[config.mk]
export PLATFORM = sky130hd
export DESIGN_NAME = bin_bcd_seq_conv
export DESIGN_NICKNAME = d
export VERILOG_FILES = /design/src/rtl/bin_bcd_seq_conv.sv
export SDC_FILE = /design/constraint.sdc
export NUM_CORES = 1
export LEC_CHECK = 0
export BUFFER_PORTS_ARGS = -buffer_cell sky130_fd_sc_hd__buf_2
export CAP_MARGIN = 15
export CORE_ASPECT_RATIO = 0.75
export CORE_UTILIZATION = 25
export DETAILED_ROUTE_END_ITERATION = 16
export GPL_TIMING_DRIVEN = 0
export SLEW_MARGIN = 10
export SYNTH_ARGS = -nofsm -noshare
export SYNTH_HDL_FRONTEND = slang
export SYNTH_SLANG_ARGS = --single-unit
[constraint.sdc]
create_clock -name clk -period 4.8 [get_ports clk]
set_input_delay 0.48 -clock clk [delete_from_list [all_inputs] [get_ports clk]]
set_output_delay 0.48 -clock clk [all_outputs]
set_load 0.01 [all_outputs]
[src/rtl/bin_bcd_seq_conv.sv]
`default_nettype none
// ============================================================================
// Module      : bin_bcd_seq_conv
// Description : Multi-cycle bidirectional binary/BCD converter.
//               mode 0 : binary -> BCD, shift-add-3, one bit per cycle
//               mode 1 : BCD -> binary, acc*10 + digit, one digit per cycle
// Ports       : clk, rst_n (async, active-low)
//               in_valid / in_ready   : request handshake
//               mode, bin_in, bcd_in  : request (sampled at acceptance)
//               out_valid / out_ready : result handshake
//               bcd_out, bin_out      : results (the unused one reads 0)
//               ovf, err, mode_out    : truncation, bad-digit, result mode
// Revision    : 1.0 - initial release
// ============================================================================
module bin_bcd_seq_conv #(
    parameter int BIN_W  = 20,
    parameter int DIGITS = 6,
    parameter int CNT_W  = 6
) (
    input  logic                  clk,
    input  logic                  rst_n,
    input  logic                  in_valid,
    output logic                  in_ready,
    input  logic                  mode,
    input  logic [BIN_W-1:0]      bin_in,
    input  logic [4*DIGITS-1:0]   bcd_in,
    output logic                  out_valid,
    input  logic                  out_ready,
    output logic [4*DIGITS-1:0]   bcd_out,
    output logic [BIN_W-1:0]      bin_out,
    output logic                  ovf,
    output logic                  err,
    output logic                  mode_out
);

    localparam logic [1:0] c_idle = 2'd0;
    localparam logic [1:0] c_run  = 2'd1;
    localparam logic [1:0] c_done = 2'd2;

    localparam int             c_bcd_w    = 4 * DIGITS;
    localparam int             c_prod_w   = BIN_W + 4;
    localparam logic [CNT_W-1:0] c_bin_last = CNT_W'(BIN_W - 1);
    localparam logic [CNT_W-1:0] c_dig_last = CNT_W'(DIGITS - 1);

    logic [1:0]          r_state;
    logic [1:0]          w_next_state;

    logic                r_mode;
    logic [CNT_W-1:0]    r_cnt;
    logic [BIN_W-1:0]    r_bin_sh;   // mode 0: binary bits still to shift in
    logic [c_bcd_w-1:0]  r_bcd_sh;   // mode 0: BCD digits being built
    logic [BIN_W-1:0]    r_acc;      // mode 1: binary accumulator
    logic [c_bcd_w-1:0]  r_src;      // mode 1: remaining digits, next at top
    logic                r_ovf_acc;
    logic                r_err_acc;

    logic [c_bcd_w-1:0]  r_bcd_out;
    logic [BIN_W-1:0]    r_bin_out;
    logic                r_ovf;
    logic                r_err;
    logic                r_mode_out;

    logic [c_bcd_w-1:0]  w_bcd_adj;
    logic [c_bcd_w-1:0]  w_bcd_next;
    logic [BIN_W-1:0]    w_bin_next;
    logic                w_shift_out;
    logic [3:0]          w_digit;
    logic [c_prod_w-1:0] w_prod;
    logic                w_acc_ovf;
    logic                w_digit_err;
    logic                w_ovf_now;
    logic                w_last;

    // ------------------------------------------------------------------
    // Mode 0 datapath: add-3 correction on every digit, then shift left.
    // ------------------------------------------------------------------
    for (genvar gi = 0; gi < DIGITS; gi++) begin : g_dig
        assign w_bcd_adj[4*gi +: 4] = (r_bcd_sh[4*gi +: 4] >= 4'd5)
                                    ? r_bcd_sh[4*gi +: 4] + 4'd3
                                    : r_bcd_sh[4*gi +: 4];
    end

    // The bit leaving the top digit is a 10^DIGITS carry that the result
    // cannot hold, so it marks truncation.
    assign w_shift_out = w_bcd_adj[c_bcd_w-1];
    assign w_bcd_next  = {w_bcd_adj[c_bcd_w-2:0], r_bin_sh[BIN_W-1]};
    assign w_bin_next  = {r_bin_sh[BIN_W-2:0], 1'b0};

    // ------------------------------------------------------------------
    // Mode 1 datapath: acc*10 + digit computed 4 bits wider than acc so
    // that any carry beyond BIN_W is visible as overflow.
    // ------------------------------------------------------------------
    assign w_digit     = r_src[c_bcd_w-1 -: 4];
    assign w_prod      = ({4'd0, r_acc} << 3) + ({4'd0, r_acc} << 1)
                       + c_prod_w'(w_digit);
    assign w_acc_ovf   = |w_prod[c_prod_w-1:BIN_W];
    assign w_digit_err = (w_digit > 4'd9);

    assign w_ovf_now = r_mode ? w_acc_ovf : w_shift_out;
    assign w_last    = r_mode ? (r_cnt == c_dig_last) : (r_cnt == c_bin_last);

    // ------------------------------------------------------------------
    // FSM: state register
    // ------------------------------------------------------------------
    always_ff @(posedge clk or negedge rst_n) begin
        if (!rst_n) begin
            r_state <= c_idle;
        end else begin
            r_state <= w_next_state;
        end
    end

    // ------------------------------------------------------------------
    // FSM: next-state logic
    // ------------------------------------------------------------------
    always_comb begin
        w_next_state = r_state;
        case (r_state)
            c_idle:  if (in_valid)  w_next_state = c_run;
            c_run:   if (w_last)    w_next_state = c_done;
            c_done:  if (out_ready) w_next_state = c_idle;
            default:                w_next_state = c_idle;
        endcase
    end

    // ------------------------------------------------------------------
    // FSM: outputs
    // ------------------------------------------------------------------
    always_comb begin
        in_ready  = (r_state == c_idle);
        out_valid = (r_state == c_done);
    end

    // ------------------------------------------------------------------
    // Datapath and result registers
    // ------------------------------------------------------------------
    always_ff @(posedge clk or negedge rst_n) begin
        if (!rst_n) begin
            r_mode     <= 1'b0;
            r_cnt      <= '0;
            r_bin_sh   <= '0;
            r_bcd_sh   <= '0;
            r_acc      <= '0;
            r_src      <= '0;
            r_ovf_acc  <= 1'b0;
            r_err_acc  <= 1'b0;
            r_bcd_out  <= '0;
            r_bin_out  <= '0;
            r_ovf      <= 1'b0;
            r_err      <= 1'b0;
            r_mode_out <= 1'b0;
        end else begin
            if (r_state == c_idle && in_valid) begin
                r_mode    <= mode;
                r_bin_sh  <= bin_in;
                r_bcd_sh  <= '0;
                r_acc     <= '0;
                r_src     <= bcd_in;
                r_cnt     <= '0;
                r_ovf_acc <= 1'b0;
                r_err_acc <= 1'b0;
            end else if (r_state == c_run) begin
                r_cnt     <= r_cnt + CNT_W'(1);
                r_ovf_acc <= r_ovf_acc | w_ovf_now;
                if (!r_mode) begin
                    r_bcd_sh <= w_bcd_next;
                    r_bin_sh <= w_bin_next;
                end else begin
                    r_acc     <= w_prod[BIN_W-1:0];
                    r_src     <= {r_src[c_bcd_w-5:0], 4'd0};
                    r_err_acc <= r_err_acc | w_digit_err;
                end
                if (w_last) begin
                    r_mode_out <= r_mode;
                    r_ovf      <= r_ovf_acc | w_ovf_now;
                    r_bcd_out  <= r_mode ? '0 : w_bcd_next;
                    r_bin_out  <= r_mode ? w_prod[BIN_W-1:0] : '0;
                    r_err      <= r_mode & (r_err_acc | w_digit_err);
                end
            end
        end
    end

    assign bcd_out  = r_bcd_out;
    assign bin_out  = r_bin_out;
    assign ovf      = r_ovf;
    assign err      = r_err;
    assign mode_out = r_mode_out;

endmodule
`default_nettype wire

==> results of run 1 <==
worst reg2reg max path, stage by stage, from the launching register on:
cell and delay, ps:
dfrtp_1 380, inv_1 70, fa_1 530, inv_1 60
fa_1 460, a21o_1 240, a221oi_4 360, a2111oi_2 170
a21oi_2 170, mux2i_1 80, or4_1 420, a2111oi_2 430
o31ai_1 120
layout by cell type, fill, tap and decap left out, drive strengths merged, types with 9 or more instances in the layout:
master and instances:
dfrtp 146, nand2 143, buf 99, nor2 68
clkbuf 62, o21ai 57, a22o 52, ha 52
a21oi 41, a31oi 40, inv 20, xnor2 17
a21o 13, xor2 11, nand2b 11, nor3 9
and2 9
flip-flops by register name (all words and copies together) (netlist names):
name,flops
bcd_out,24
bin_out,20
err,1
mode_out,1
ovf,1
r_acc,20
r_bcd_sh,24
r_bin_sh,20
r_cnt,6
r_err_acc,1
r_mode,1
r_ovf_acc,1
r_src,24
r_state,2
area by class of cell:
class / count / share of cell area, %
plain buffers: 41 / 1.67
clock buffers: 22 / 5.15
clock inverters: 9 / 1.67
inverters: 20 / 0.815
multi-input cells: 582 / 39.9
flip-flops and latches: 146 / 39.7
well taps: 392 / 5.33
repair buffers: 99 / 5.79
timing repair:
item,in CTS,in global routing
hold buffers,1,0
hold endpoints to repair,47,0
gates resized for setup,0,0
per-layer routing:
| layer | part of all wire [%] | track usage [%] | vias up | routed length [um] |
|---|---|---|---|---|
| met5 | 0 | 0 | - | 0 |
| met4 | 1.3 | 4.05 | 0 | 282 |
| met3 | 4.4 | 2.95 | 19 | 920 |
| met2 | 43 | 20.0 | 166 | 8960 |
| met1 | 52 | 21.7 | 2978 | 10900 |
| li1 | - | - | 3035 | - |
power by group:
part | switching [mW] | internal [mW] | total (mW)
Clock | 0.526 | 0.908 | 1.43
Sequential | 0.374 | 1.75 | 2.12
Combinational | 1.96 | 1.27 | 3.23
stage by stage:
stage	total power, mW	utilization, %	instance area [um2]
6_report	6.79	31.3	9210
5_1_grt	7.36	31.3	9210
3_3_place_gp	5.27	29.0	8530
2_1_floorplan	4.37	-	7560
4_1_cts	6.82	31.3	9210
3_5_place_dp	5.36	29.2	8570
cells by family after synthesis:
family | Yosys count | share of synthesized area [%]
compound gates | 227 | 20.1
xor+xnor | 28 | 3.24
simple gates | 265 | 15.0
buf+inv | 61 | 3.03
fa+ha+maj | 54 | 9.14
mux | 8 | 1.14
flops | 146 | 48.3
path summary, 6_finish.rpt:
check	start	slack [ps]	to	depth (start not counted)
worst max-delay path	r_acc[0]	1150	ovf	12
worst min-delay path	out_ready	270	r_state[1]	2
worst max register to register	r_acc[0]	1150	ovf	12
worst min register to register	bcd_out[19]	470	bcd_out[19]	2
max in group asynchronous	rst_n	3410	r_bin_sh[9]	3
min in group asynchronous	rst_n	570	r_acc[8]	2
==> metrics.log, run 1 <==
[metrics] outcome: finished, final reports clean
[metrics] residual antenna-violating net count after detailed routing: 0
[metrics] Final Skew: 11.7 ps
[metrics] Initial Util: about a quarter
[metrics] later-pin clock latency in the skew report: ~430 ps
[metrics] post-CTS setup buffers: 0
[metrics] number of pins exceeding their max-slew limit in the final report: 0
[metrics] Final period util: 76.1%
[metrics] TritonCTS clock tree: built
[metrics] Synth top area share: 48.3%
[metrics] library cell with the largest summed area after synthesis: dfrtp_1
[metrics] standard cell core area: 29400 um2
[metrics] Warnings, synthesis: 0
[metrics] area delta synth->final: 21.9%
[metrics] most instantiated library cell after synthesis: dfrtp_1
[metrics] flip-flop and latch count after synthesis: 146
[metrics] Filler cells: between 3000 and 4000
[metrics] cell with the largest stage delay on the worst path: fa_1
[metrics] count of flip-flops with a built-in enable after synthesis: 0
[metrics] CP Buf/Inv Count: 2
[metrics] average detailed-routed wire length per instance: 16.1 um
[metrics] Relative slew margins: 49.8%
[metrics] crit path cell chain: inv_1 -> fa_1 -> inv_1 -> fa_1 -> a21o_1 -> a221oi_4 -> a2111oi_2 -> a21oi_2 -> mux2i_1 -> or4_1 -> a2111oi_2 -> o31ai_1
[metrics] Max H-tree Level: 4
[metrics] CTS root buffer: clkbuf_16
[metrics] Fin. Hold Viols: 0
[metrics] placement row count: 54
[metrics] CP top delay family: compound AO/OA/AOI/OAI gates
[metrics] slowest cell delay on critical path: 530 ps
[metrics] DR pass1 iterations: 5
[metrics] Netlist cell types: 48
[metrics] fmax: 274 MHz
[metrics] startpoint kind of the worst setup timing path: register
[metrics] power density over the cells: 737 nW/um2
[metrics] DIE WIDTH: between 200 and 250 um
[metrics] Worst VDD drop: 240 uV
[metrics] worst hold slack across all endpoints: 269 ps
[metrics] Inst Count DP: 1279
[metrics] RSZ-0062 raised after global routing: false
[metrics] P_leak: 4.43 nW
[metrics] footprint of the multi-input gates: between 3000 and 4000 um2
[metrics] number of DRC markers after the initial detailed-route iteration: 354
[metrics] GRT Util Overall: 14.2%
[metrics] endpoints failing setup: 0
[metrics] final weighted congestion of routability-driven global placement: 0.869
[metrics] # IOs: slightly below 100
[metrics] CTS clk-pin slew, worst paths: 60 ps
[metrics] layout cells sized above 1: 15.0%
[metrics] antenna diode count: 0
[metrics] setup_tns: 0 ps
[metrics] async set-reset flop share out of synthesis: 100%
[metrics] Mapped Area: 7560 um2
[metrics] number of vias after detailed routing: 6198
[metrics] hold crit path type: input pin to register
[metrics] ratio of routed vias to standard cells: between 4 and 5
[metrics] final worst slack: around 1100 ps
[metrics] number of instances in the synthesized netlist: 789
[metrics] DRC violations left: 0
[metrics] number of antenna violations at the first check in global routing: 0
[metrics] first-pass GRT wire length: 34300 um
[metrics] vertical die dimension: 153 um
[metrics] Worst Path Class, Setup: register to register
[metrics] Final Net Count: 1010
[metrics] Num Clock Sinks: 146
[metrics] number of buffers created by CTS: 17
[metrics] Port Buffers: between 90 and 100
[metrics] net count after synthesis: 892
[metrics] Total Routed Length: 21100 um
[metrics] worst-case setup slack after placement: 1190 ps
[metrics] final period demand of the worst path: 3650 ps
[metrics] Req. time, crit path: 5080 ps
[metrics] pin count of the biggest net entering global routing: 100
[metrics] Worst-Margin Slew: 754 ps
[metrics] non-filler cells, final: 1311
[metrics] residual overflow from global routing: 0
[metrics] total die area: 30900 um2
[metrics] vias in the first global route: 6025
[metrics] Seq/Total Area, Yosys: between 40% and 50%
[metrics] Reg area: 3650 um2
[metrics] Setup crit end kind: register
[metrics] dominant cells by area after synthesis: dfrtp_1 (48%), ha_1 (8.6%), nand2_1 (7.1%)
[metrics] detailed placement HPWL: about 15000 um
[metrics] largest fanout on the critical path: 5
[metrics] Top FF cell, synth: dfrtp_1
[metrics] synthesized area per cell: 9.58 um2
[metrics] signal arrival time at the worst endpoint: 3940 ps
[metrics] Commonest cells post-synth: dfrtp_1 (146), nand2_1 (143), nor2_1 (68)
[metrics] max-capacitance violation count: 0
[metrics] Max Buffers Root-to-Sink: 2
Note: power is estimated with default switching activity, not from simulation.
==> run 2, diff against run 1 <==
- ABC_AREA: unset -> 1
- clock period: 4.8 -> 3.4 ns (I/O delays scaled with it)
==> run 2 against run 1 <==
Compared with the run above:
- global-route usage down 0.48 points
- clock skew up 2.7 ps
- non-clock buffer count down 8
- first-iteration DRC count up 25%
- setup slack worse by 530 ps
- die area up 5.6%
- clock-buffer cell count down 4
- synthesized area up 5.7%
- hold slack worse by 130 ps
- largest cell class unchanged
- register-to-register slack worse by 530 ps
- critical path depth up 2
- flip-flop and latch count unchanged
==> metrics.log, run 2 <==
[metrics] outcome: finished, final reports clean
[metrics] compound-cell area share of the yosys netlist: 15.4% (-4.7 points)
[metrics] most instantiated library cell after synthesis: nand2_1
[metrics] endpoints failing setup: 0 (unchanged)
[metrics] RSZ-0062 raised after global routing: false
[metrics] Max Buffers Root-to-Sink: 2 (unchanged)
[metrics] number of DRC markers after the initial detailed-route iteration: 442 (+25%)
[metrics] pin count of the biggest net entering global routing: 78 (-22%)
[metrics] library cell with the largest summed area after synthesis: dfrtp_1
[metrics] Num Clock Sinks: 146 (unchanged)
[metrics] fmax: 359 MHz (+31%)
[metrics] total routed wire length on the met1 layer: 11200 um (+2.9%)
[metrics] vias in the first global route: 6728 (+12%)
[metrics] largest family of logic cells by synthesized area: simple AND/OR/NAND/NOR gates
[metrics] launch point of the worst hold path: mode
[metrics] layout cells sized above 1: 17.7% (+2.7 points)
[metrics] Seq/Total Area, Yosys: 45.8% (-2.6 points)
[metrics] count of cells along the worst register-to-register path: 14 (+2)
[metrics] Setup crit end kind: register
[metrics] Worst-Margin Slew: 569 ps (-185 ps)
[metrics] Top FF cell, synth: dfrtp_1
[metrics] final weighted congestion of routability-driven global placement: 0.879 (+1.2%)
[metrics] CTS clk-pin slew, worst paths: 60 ps (about the same)
[metrics] standard cell core area: 31300 um2 (+6.6%)
[metrics] residual overflow from global routing: 0 (unchanged)
[metrics] dominant cells by area after synthesis: dfrtp_1 (46%), nand2_1 (12%), ha_1 (8.1%)
[metrics] Mapped Area: 7990 um2 (+5.7%)
[metrics] Crit. Startpoint: r_acc[0]
[metrics] Req. time, crit path: 3750 ps (-1330 ps)
[metrics] synthesized-area fraction occupied by xor and xnor cells: 1.65% (-1.6 points)
[metrics] Synth top area share: 45.8% (-2.6 points)
[metrics] max-capacitance violation count: 0 (unchanged)
[metrics] post-synthesis share of cell area spent on and, or, nand and nor gates: 20.7% (+5.7 points)
[metrics] startpoint kind of the worst setup timing path: register
[metrics] Filler cells: 3323 (+8.3%)
[metrics] Initial Util: 25.5% (-0.22 points)
[metrics] first-pass GRT wire length: 35600 um (+3.7%)
[metrics] later-pin clock latency in the skew report: 430 ps (about the same)
[metrics] Worst VDD drop: 362 uV (+51%)
[metrics] Fin. Hold Viols: 0 (unchanged)
[metrics] TritonCTS clock tree: built
[metrics] DRC violations left: 0 (unchanged)
[metrics] placement row count: 56 (+3.7%)
[metrics] vertical die dimension: 157 um (+2.8%)
[metrics] count of flip-flops with a built-in enable after synthesis: 0 (unchanged)
[metrics] worst hold slack across all endpoints: 135 ps (-134 ps)
[metrics] length of routed met2 wiring: 8820 um (-1.5%)
[metrics] Power, Total: 9.26 mW (+37%)
[metrics] detailed placement HPWL: 16400 um (+6.7%)
[metrics] ratio of routed vias to standard cells: 4.52 (-4.3%)
[metrics] Total Routed Length: 21500 um (+2.1%)
[metrics] adder and majority cell fraction of the synthesized area: 8.65% (-0.49 points)
[metrics] net count after synthesis: 1091 (+22%)
[metrics] number of instances in the synthesized netlist: 988 (+25%)
[metrics] Port Buffers: 97 (unchanged)
[metrics] hold crit path type: input pin to register
[metrics] antenna diode count: 0 (unchanged)
[metrics] DR pass1 iterations: 5 (unchanged)
[metrics] CTS root buffer: clkbuf_16
[metrics] synthesized area per cell: 8.08 um2 (-16%)
[metrics] # IOs: 98 (unchanged)
[metrics] Final period util: 81.9% (+5.8 points)
[metrics] number of antenna violations at the first check in global routing: 0 (unchanged)
[metrics] async set-reset flop share out of synthesis: 100% (unchanged)
[metrics] Final Net Count: 1209 (+20%)
[metrics] Commonest cells post-synth: nand2_1 (252), dfrtp_1 (146), o21ai_0 (117)
[metrics] total die area: 32700 um2 (+5.6%)
[metrics] signal arrival time at the worst endpoint: 3130 ps (-810 ps)
[metrics] number of pins exceeding their max-slew limit in the final report: 0 (unchanged)
[metrics] hold buffer count at cts: 1 (unchanged)
[metrics] largest fanout on the critical path: 4 (-1)
[metrics] PostCTS Resize Cnt: 0 (unchanged)
[metrics] commonest non-fill, non-tap cell in the layout: nand2_1
[metrics] number of vias after detailed routing: 6898 (+11%)
[metrics] P_leak: 4.94 nW (+11%)
[metrics] final period demand of the worst path: 2780 ps (-870 ps)
[metrics] Max H-tree Level: 4 (unchanged)
[metrics] area delta synth->final: 20.6%
[metrics] source of the worst register-to-register timing path: r_acc[0]
[metrics] met3 WL post-DR: 1150 um (+25%)
[metrics] proportion of synthesized area in mux cells: 0% (-1.1 points)
[metrics] Warnings, synthesis: 0 (unchanged)
[metrics] number of buffers created by CTS: 17 (unchanged)
[metrics] Worst Path Class, Setup: register to register
[metrics] Worst Hold Path Cells: 3 (+1)
[metrics] average detailed-routed wire length per instance: 14.1 um (-12%)
[metrics] flip-flop and latch count after synthesis: 146 (unchanged)
[metrics] GRT Util Overall: 13.8% (-0.48 points)
[metrics] DR top layer: met4
[metrics] most frequent cells in the layout: nand2_1 (252), dfrtp_1 (146), o21ai_0 (117)
[metrics] Final Skew: 14.4 ps (+2.71 ps)
[metrics] power density over the cells: 962 nW/um2 (+31%)
[metrics] Netlist cell types: 41 (-15%)
[metrics] DIE WIDTH: 208 um (+2.8%)
[metrics] Relative slew margins: 62.1% (+12 points)
[metrics] post-CTS setup buffers: 0 (unchanged)
[metrics] residual antenna-violating net count after detailed routing: 0 (unchanged)
==> run 2: cell types whose count changed in the layout (fill, tap and decap cells not counted), sizes merged, moves of 13 or more <==
cell | before | now
nand3 | 4 | 32
o21ai | 57 | 134
inv | 20 | 129
buf | 99 | 119
nor2 | 68 | 81
o22ai | 1 | 19
a31oi | 40 | 13
clkbuf | 62 | 30
nand2 | 143 | 264
a22o | 52 | 1
==> run 2: worst max-delay path: stages, from the launching register on <==
cell	delay, ps
dfrtp_1	350
inv_1	70
fa_1	530
inv_1	70
fa_1	500
nand3_1	130
nand3_2	120
nand2_1	100
nand3_2	80
nand2_1	70
nand2_1	100
a21oi_2	170
nor2_1	50
nand3b_1	210
o21ai_1	150
==> run 2: logic make-up after synthesis <==
| logic type | after synthesis |
|---|---|
| xor+xnor | 15 |
| fa+ha+maj | 54 |
| simple gates | 388 |
| compound gates | 229 |
| flops | 146 |
| buf+inv | 156 |
==> run 2: final timing paths <==
path	end	slack [ps]
min in group asynchronous	r_bin_sh[9]	450
max reg2reg	bin_out[18]	620
min	r_mode	140
max	bin_out[18]	620
min reg2reg	mode_out	470
max in group asynchronous	bin_out[15]	2190
==> run 2: through the flow <==
step / area (um2) / cells / worst slack, ps / setup TNS (ps) / utilization [%]
2_1_floorplan: 7990 / 988 / 975 / 0 / -
3_3_place_gp: 8980 / 1491 / -222 / -30590 / 28.7
3_5_place_dp: 9020 / 1492 / 666 / 0 / 28.8
4_1_cts: 9630 / 1525 / 639 / 0 / 30.7
5_1_grt: 9630 / 1525 / 403 / 0 / 30.7
6_report: 9630 / 1525 / 617 / 0 / 30.7
==> run 2: power breakdown <==
part | switching, mW | internal, mW | leakage [nW]
logic | 2.85 | 1.51 | 2.80
clock network | 0.830 | 1.13 | 0.297
registers | 0.454 | 2.49 | 1.84
==> run 2: layout make-up <==
| cell class | count | area, um2 | share of cell area, % |
|---|---|---|---|
| sequential | 146 | 3650 | 37.9 |
| tap | 406 | 508 | 5.27 |
| timing repair buffer | 99 | 533 | 5.53 |
| buffer | 33 | 170 | 1.77 |
| multi-input combinational | 686 | 3700 | 38.4 |
| inverter | 123 | 462 | 4.79 |
| clock buffer | 18 | 439 | 4.56 |
| clock inverter | 14 | 165 | 1.71 |
==> run 2: routing by layer <==
layer | vias to the layer above | GRT usage [%]
met5 | - | 0
met4 | 0 | 3.84
met3 | 17 | 2.87
met2 | 166 | 19.8
met1 | 3274 | 20.5
li1 | 3441 | -
==> run 3, diff against run 2 <==
- ABC_AREA: 1 -> 0
- clock period: 3.4 -> 2.9 ns (I/O delays scaled with it)
==> run 3 against run 2 <==
Compared with the run above:
- the flow now finishes with violations (negative setup slack)
- sequential power increased by 20%
- via count shrank 8.4%
- flip-flop and latch count unchanged
- global-route usage rose by 0.54 points
- clock power is 27% higher
- die area shrank 5.3%
- register-to-register slack got worse by 920 ps
- final area shrank 1.9%
- first-iteration DRC count shrank 18%
- sequential share of layout area up 0.73 points
- wire length grew 0.57%
==> metrics.log, run 3 (synthesized netlist as in run 1, its figures left out) <==
[metrics] failing checks: negative setup slack
[metrics] pin count of the biggest net entering global routing: 78 (unchanged)
[metrics] Worst VDD drop: 339 uV (-6.4%)
[metrics] placement row count: 54 (-3.6%)
[metrics] residual antenna-violating net count after detailed routing: 0 (unchanged)
[metrics] Worst-Margin Slew: 778 ps (+209 ps)
[metrics] most frequent cells in the layout: dfrtp_1 (146), nand2_1 (142), buf_2 (96)
[metrics] footprint of the multi-input gates: 3800 um2 (+2.7%)
[metrics] vertical die dimension: 153 um (-2.7%)
[metrics] RSZ-0062 raised after global routing: true
[metrics] number of vias after detailed routing: 6319 (-8.4%)
[metrics] Max Buffers Root-to-Sink: 2 (unchanged)
[metrics] power density over the cells: 1240 nW/um2 (+29%)
[metrics] Final Skew: 10.6 ps (-3.79 ps)
[metrics] final period demand of the worst path: 3200 ps (+416 ps)
[metrics] antenna diode count: 0 (unchanged)
[metrics] CTS clk-pin slew, worst paths: 70 ps (about the same)
[metrics] CTS root buffer: clkbuf_16
[metrics] DIE WIDTH: 203 um (-2.7%)
[metrics] Reg area: 3650 um2 (unchanged)
[metrics] Setup crit end kind: register
[metrics] final worst slack: -299 ps (-916 ps)
[metrics] endpoints failing setup: 10 (+10)
[metrics] ratio of routed vias to standard cells: 4.78 (+5.7%)
[metrics] post-layout utilization of the core: 32.1% (+1.4 points)
[metrics] CP Buf/Inv Count: 2 (unchanged)
[metrics] hold crit path type: input pin to register
[metrics] Initial Util: 25.7% (+0.22 points)
[metrics] GRT Util Overall: 14.3% (+0.54 points)
[metrics] fin area: 9450 um2 (-1.9%)
[metrics] Final Net Count: 1020 (-16%)
[metrics] CP top delay family: compound AO/OA/AOI/OAI gates
[metrics] Power, Total: 11.7 mW (+26%)
[metrics] vias in the first global route: 6302 (-6.3%)
[metrics] Worst Path Class, Setup: register to register
[metrics] fmax: 313 MHz (-13%)
[metrics] slowest cell delay on critical path: 540 ps (about the same)
[metrics] Num Clock Sinks: 146 (unchanged)
[metrics] commonest non-fill, non-tap cell in the layout: dfrtp_1
[metrics] Max H-tree Level: 4 (unchanged)
[metrics] number of buffers created by CTS: 17 (unchanged)
[metrics] number of pins exceeding their max-slew limit in the final report: 0 (unchanged)
[metrics] crit path cell chain: inv_2 -> fa_1 -> inv_2 -> fa_2 -> a21o_1 -> a221oi_4 -> a2111oi_4 -> a21oi_2 -> mux2i_1 -> or4_4 -> a2111oi_4 -> o31ai_1
[metrics] DRC violations left: 0 (unchanged)
[metrics] Port Buffers: 97 (unchanged)
[metrics] non-filler cells, final: 1322 (-13%)
[metrics] area delta synth->final: 25.0%
[metrics] number of antenna violations at the first check in global routing: 0 (unchanged)
[metrics] later-pin clock latency in the skew report: 430 ps (about the same)
[metrics] residual overflow from global routing: 0 (unchanged)
[metrics] final weighted congestion of routability-driven global placement: 0.857 (-2.5%)
[metrics] P_leak: 4.54 nW (-8.1%)
[metrics] Total Routed Length: 21600 um (+0.57%)
[metrics] Relative slew margins: 48.2% (-14 points)
[metrics] largest fanout on the critical path: 2 (-2)
[metrics] TritonCTS clock tree: built
[metrics] Inst Count DP: 1279 (-14%)
[metrics] Filler cells: 3041 (-8.5%)
[metrics] Fin. Hold Viols: 0 (unchanged)
[metrics] layout cells sized above 1: 18.6% (+0.91 points)
[metrics] number of DRC markers after the initial detailed-route iteration: 364 (-18%)
[metrics] detailed placement HPWL: 15400 um (-6.3%)
[metrics] # IOs: 98 (unchanged)
[metrics] Final period util: 110% (+28 points)
[metrics] DR pass1 iterations: 4 (-1)
[metrics] instance area after placement: 8590 um2 (-4.8%)
[metrics] Req. time, crit path: 3180 ps (-570 ps)
[metrics] first-pass GRT wire length: 34900 um (-1.9%)
[metrics] startpoint kind of the worst setup timing path: register
[metrics] outcome: finished with violations
[metrics] standard cell core area: 29400 um2 (-6.2%)
[metrics] total die area: 30900 um2 (-5.3%)
[metrics] cell with the largest stage delay on the worst path: fa_1
[metrics] signal arrival time at the worst endpoint: 3480 ps (+350 ps)
[metrics] average detailed-routed wire length per instance: 16.3 um (+16%)
[metrics] max-capacitance violation count: 0 (unchanged)
==> run 3: cell types whose count changed in the layout (fill, tap and decap cells not counted), moves of 14 or more <==
cell,previous run,this run
inv_1,109,18
a21oi_1,51,37
clkbuf_1,12,37
a31oi_1,13,40
a22o_1,1,52
o21ai_0,117,47
buf_2,112,96
o22ai_1,19,1
nand2_1,252,142
nand3_1,29,4
==> run 3: path summary, 6_finish.rpt <==
check	startpoint	slack [ps]	depth (start not counted)	end
max	r_acc[0]	-300	12	ovf
min	bcd_in[1]	100	2	r_src[1]
max reg2reg	r_acc[0]	-300	12	ovf
min reg2reg	bcd_out[18]	480	2	bcd_out[18]
max in group asynchronous	rst_n	1670	3	r_bin_sh[19]
min in group asynchronous	rst_n	440	2	bin_out[9]
==> run 3: stage by stage <==
| stage | hold WS [ps] | setup slack [ps] | setup TNS (ps) |
|---|---|---|---|
| after floorplan | -5.59 | -216 | -416 |
| after global placement | 462 | -758 | -113100 |
| after global routing | 92.7 | -436 | -3350 |
| after detailed placement | 285 | -482 | -4910 |
| after CTS | 82.3 | -271 | -759 |
| final | 95.7 | -299 | -2070 |
==> run 3: where the power goes <==
part / internal (mW) / switching (mW) / total, mW
Clock: 1.54 / 0.947 / 2.49
Sequential: 2.89 / 0.649 / 3.54
Combinational: 2.30 / 3.38 / 5.68
Total: 6.73 / 4.98 / 11.7
==> run 3: layout make-up <==
type	instances	share of cell area, %
clock buffers	17	4.50
multi-input cells	582	40.2
clock inverters	15	2.44
plain buffers	40	1.62
flip-flops and latches	146	38.7
repair buffers	110	6.56
well taps	392	5.19
inverters	20	0.795
==> run 3: what timing repair did <==
item	CTS	global route
setup buffers	5	6
pin swaps	6	8
setup endpoints to repair	20	54
hold endpoints to repair	69	0
resized for setup	14	13
hold buffers	1	0
==> run 3: worst reg2reg max path, stage by stage (launching register included) <==
cell       delay, ps
dfrtp_1          370
inv_2             50
fa_1             540
inv_2             50
fa_2             340
a21o_1           200
a221oi_4         310
a2111oi_4        150
a21oi_2          180
mux2i_1           90
or4_4            430
a2111oi_4        230
o31ai_1          100
==> run 3: routing by layer <==
layer,global-route usage (%),vias up,share of wire (%)
met3,2.99,23,4.0
met5,0,-,0
met4,3.22,0,1.3
li1,-,3047,-
met2,21.5,144,43
met1,20.9,3105,52
